--- config.mk ---
export PLATFORM = sky130hd
export DESIGN_NAME = seq_divider_16
export DESIGN_NICKNAME = d
export VERILOG_FILES = /design/src/rtl/seq_divider_16.sv
export SDC_FILE = /design/constraint.sdc
export NUM_CORES = 1
export LEC_CHECK = 0
export ABC_AREA = 1
export CAP_MARGIN = 15
export CORE_ASPECT_RATIO = 0.9
export CORE_MARGIN = 4
export CORE_UTILIZATION = 34
export CTS_CLUSTER_SIZE = 8
export DETAILED_ROUTE_END_ITERATION = 10
export PLACE_DENSITY = 0.58
export SYNTH_ARGS = -nofsm -noshare
export SYNTH_HDL_FRONTEND = slang
export SYNTH_SLANG_ARGS = --single-unit
--- constraint.sdc ---
create_clock -name clk -period 3.4 [get_ports clk]
set_input_delay 0.34 -clock clk [delete_from_list [all_inputs] [get_ports clk]]
set_output_delay 0.34 -clock clk [all_outputs]
set_load 0.01 [all_outputs]
--- src/rtl/seq_divider_16.sv ---
// Sequential restoring unsigned divider: one quotient bit per clock.
// Results are registered and change only on entry to DONE, so the display never sees partial values.
module seq_divider_16 #(
  parameter int WIDTH = 16
) (
  input  logic             clk,
  input  logic             rst,
  input  logic             start,
  input  logic [WIDTH-1:0] dividend,
  input  logic [WIDTH-1:0] divisor,
  output logic             busy,
  output logic             done,
  output logic [WIDTH-1:0] quotient,
  output logic [WIDTH-1:0] remainder,
  output logic             div_by_zero
);
  localparam int CW = $clog2(WIDTH) + 1;

  typedef enum logic [1:0] {IDLE, CALC, DONE} state_t;

  state_t           state_q;
  logic [WIDTH-1:0] dvd_q, dsr_q, prem_q;
  logic [CW-1:0]    cnt_q;
  logic             busy_q, done_q, dbz_q;
  logic [WIDTH-1:0] quot_q, rem_q;

  logic [WIDTH:0]   shf_d;
  logic             qbit_d;
  logic [WIDTH-1:0] prem_d, dvd_d;

  // Compare at WIDTH+1 bits; the difference always fits in WIDTH bits when taken.
  always_comb begin
    shf_d  = {prem_q, dvd_q[WIDTH-1]};
    qbit_d = (shf_d >= {1'b0, dsr_q});
    prem_d = qbit_d ? (shf_d[WIDTH-1:0] - dsr_q) : shf_d[WIDTH-1:0];
    dvd_d  = {dvd_q[WIDTH-2:0], qbit_d};
  end

  always_ff @(posedge clk or posedge rst) begin
    if (rst) begin
      state_q <= IDLE;
      dvd_q   <= '0;
      dsr_q   <= '0;
      prem_q  <= '0;
      cnt_q   <= '0;
      busy_q  <= 1'b0;
      done_q  <= 1'b0;
      quot_q  <= '0;
      rem_q   <= '0;
      dbz_q   <= 1'b0;
    end else begin
      done_q <= 1'b0;
      case (state_q)
        IDLE: begin
          if (start) begin
            dvd_q  <= dividend;
            dsr_q  <= divisor;
            prem_q <= '0;
            cnt_q  <= '0;
            busy_q <= 1'b1;
            if (divisor == '0) begin
              quot_q  <= '1;
              rem_q   <= dividend;
              dbz_q   <= 1'b1;
              done_q  <= 1'b1;
              state_q <= DONE;
            end else begin
              state_q <= CALC;
            end
          end
        end
        CALC: begin
          prem_q <= prem_d;
          dvd_q  <= dvd_d;
          cnt_q  <= cnt_q + CW'(1);
          if (cnt_q == CW'(WIDTH - 1)) begin
            quot_q  <= dvd_d;
            rem_q   <= prem_d;
            dbz_q   <= 1'b0;
            done_q  <= 1'b1;
            state_q <= DONE;
          end
        end
        DONE: begin
          busy_q  <= 1'b0;
          state_q <= IDLE;
        end
        default: state_q <= IDLE;
      endcase
    end
  end

  assign busy        = busy_q;
  assign done        = done_q;
  assign quotient    = quot_q;
  assign remainder   = rem_q;
  assign div_by_zero = dbz_q;
endmodule

==> flow_summary_export.csv <==
group,metric,value,unit
power_and_ir_drop,vdd_drop_max,0.0003537,V
timing,finalCritPeriodShare,0.6890,
grt,track_usage,0.1688,
detailed_routing,drt_iter0_markers,290,
cts,cts_made_buffers,9,
synth,ys_seq_elements,90,
timing,tightest_slew,0.6839,ns
timing,hold_viol,0,
synth,syn-cell-area,5142,um2
synth,synth_warnings,0,
synth,synth_nets,731,
cts,cts_sinks,90,
cts,tritoncts,"done",
timing,rsz0062_at_grt,"no",
layout,layout.cells.most_common_list,"170 x nand2_1, 118 x inv_1, 90 x dfrtp_1",
grt,grt.met2_usage,0.2664,
critical_path,r2r_start,"prem_q[11]",
detailed_routing,wl,13590,um
critical_path,crit_chain,"ha_1 > nand2_1 > inv_1 > nand2_1 > nand2_1 > nand2_1 > nand2_1 > nor2_4 > nand2_4 > nand3_1 > nand3_1 > nand2_1 > inv_1",
detailed_routing,via_count,4431,
grt,grt_use_met3,0.04281,
placed_design,post_dp_cell_area,5996,um2
floorplanning,io_pins,70,
power_and_ir_drop,p_seq_frac,0.273,
detailed_routing,drc,0,
timing,finalClockSkew,0.009457,ns
power_and_ir_drop,power.internal,3.776,mW
timing,setup_viol,0,
timing,min_period,2.343,ns
power_and_ir_drop,leakagePower,3.242,nW
layout,area_growth,23.38,%
detailed_routing,viasPerCell,4.709,
floorplanning,die_h,124.7,um
synth,yosys.area.top_type,"dfrtp_1",
critical_path,cpMostUsedCell,"nand2_1",
critical_path,worstPathArrival,2.58,ns
critical_path,endpoint_kind,"register",
synth,yosys.cell_types.count,32,
critical_path,crit_start,"prem_q[11]",
placed_design,portBuffers,69,
timing,max_freq,426.9,MHz
power_and_ir_drop,p_comb_frac,0.555,
synth,synth_top_area_share,0.4380,
synth,avgSynthCellArea,7.596,um2
grt,grt_first_pass_wirelength,22830,um
floorplanning,core_area,14770,um2
placed_design,gp_congestion,0.8440,
grt,top_usage_layer,"met2",
grt,grt_overflow,0,
power_and_ir_drop,swShare,0.4491,
placed_design,dpl.hpwl,10500,um
grt,grt_start_max_net_pins,39,
layout,postLayoutCellArea,6345,um2
cts,cts_setup_buffers,0,
synth,synth_cells,677,
run,max_cap_viol_count,0,
floorplanning,rows,42,
synth,ys_seq_area_frac,0.4380,
layout,drive_above_1_share,0.08210,
critical_path,r2r_slack,1.06,ns
power_and_ir_drop,p_total,6.855,mW
cts,clock_path_buffers,2,
critical_path,r2r_end,"remainder[4]",
grt,grt_pass1_vias,4493,
synth,synthTopCellsByArea,"dfrtp_1 44%, nand2_1 12%, inv_1 8.7%, nand3_1 5.5%, ha_1 4.4%",
critical_path,slowest_delay,0.42,ns
critical_path,required,3.64,ns
cts,cts_max_level,3,
power_and_ir_drop,power_density,1080,nW/um2
layout,nNetsFinal,792,
grt,grtUsageMet1,0.2350,
detailed_routing,ant_nets,0,
critical_path,start_kind,"register",
timing,max_slew_margin,0.5435,
detailed_routing,post_drt_wl_per_cell,14.44,um
critical_path,cp_max_fo,18,
power_and_ir_drop,switching_power,3.078,mW
cts,clkSlewWorstSetupHoldPaths,0.07,ns
timing,drv_slew,0,
layout,antenna_cells,0,
timing,timing.setup.tns,0,ns
cts,clk_latency,0.35,ns
cts,cts_hold_buf,0,
floorplanning,die_area,17160,um2
run_status,status,"finished, final reports clean",
floorplanning,dieWidth,137.6,um
grt,antenna_found_initial,0,
critical_path,cp_slowest_cell,"dfrtp_1",
cts,cts-root-buf,"clkbuf_16",
floorplanning,initial_core_util,0.3482,
min_path,hold_class,"primary input to asynchronous set/reset pin",
power_and_ir_drop,p_clk_frac,0.172,
critical_path,worst-setup-path-type,"register to register",
layout,final_common_cell,"nand2_1",
critical_path,reg2regPathDepth,13,
detailed_routing,drtPass1Iterations,4,
cts,cts_resized,0,
cells by family after synthesis:
logic type | count (synthesis) | share of synthesized area
AO/OA/AOI/OAI | 66 | 0.07713
flip-flops | 90 | 0.4380
XOR/XNOR | 8 | 0.01363
adder cells (fa/ha/maj) | 19 | 0.04769
AND/OR/NAND/NOR | 346 | 0.3085
buffers and inverters | 148 | 0.1151
layout make-up:
cell class	count	area [um2]
clock buffer	9	225.2
tap	198	247.7
sequential	90	2252
fill	1500	8422
multi-input combinational	439	2301
timing repair buffer	74	728.2
clock inverter	7	123.9
inverter	124	466.7
through the flow:
step	worst slack, ns	utilization	hold slack (ns)	cells
floorplan	0.7247	-	0.4530	677
detailed placement	0.6981	0.4060	0.4826	925
global placement	0.7371	0.4060	0.4763	925
finish	1.057	0.4297	0.3894	941
CTS	1.053	0.4297	0.4142	941
global route	0.8201	0.4297	0.4679	941
metal layers:
layer / part of all wire / wire (um)
met1: 0.48 / 6502
met2: 0.48 / 6481
met4: 0.0065 / 89
met5: 0 / 0
met3: 0.038 / 516
critical path: cells and delay by family, from the launching register on:
kind	cells	cell delay (ns)
simple gates	10	1.38
flops	1	0.42
fa+ha+maj	1	0.35
buf+inv	2	0.08
power groups by stage:
stage               clock (mW)  combinational, mW  sequential [mW]
floorplan                    0               2.67             1.90
global placement             0               3.74             1.89
detailed placement           0               3.81             1.89
CTS                       1.21               3.83             1.88
global route              1.26               4.34             1.94
finish                    1.18               3.80             1.87
state kept, by name (all words and copies together) (netlist names):
signal       count
div_by_zero      1
prem_q          16
done             1
dvd_q           16
cnt_q            5
dsr_q           16
busy             1
remainder       16
state_q          2
quotient        16
cell usage after synthesis:
cell and count:
nor2_4 1, nor4_1 2, nand3_4 1, o21ai_0 10
a22o_1 1, nand4_1 21, xor2_1 7, nand2_2 2
o22ai_1 3, nor2_2 4, clkbuf_1 5, nor2_1 58
buf_2 16, nand2_4 1, or2_2 13, o221ai_1 15
inv_2 5, o21a_1 1, or2_1 3, ha_1 18
inv_1 119, dfrtp_1 90, nand3_1 56, nand2_1 170
nand3_2 11, o21ai_1 2, buf_1 2, a21oi_1 34
buf_12 1, and2_1 3, xnor2_1 1, fa_1 1
how the worst max path moves through the flow:
stage | slack, ns | end
6_report | 1.06 | remainder[4]
5_1_grt | 0.82 | remainder[3]
4_1_cts | 1.05 | remainder[13]
3_5_place_dp | 0.70 | remainder[6]
3_3_place_gp | 0.74 | remainder[6]
2_1_floorplan | 0.72 | busy
No activity file was read; power rests on OpenSTA's default activity.
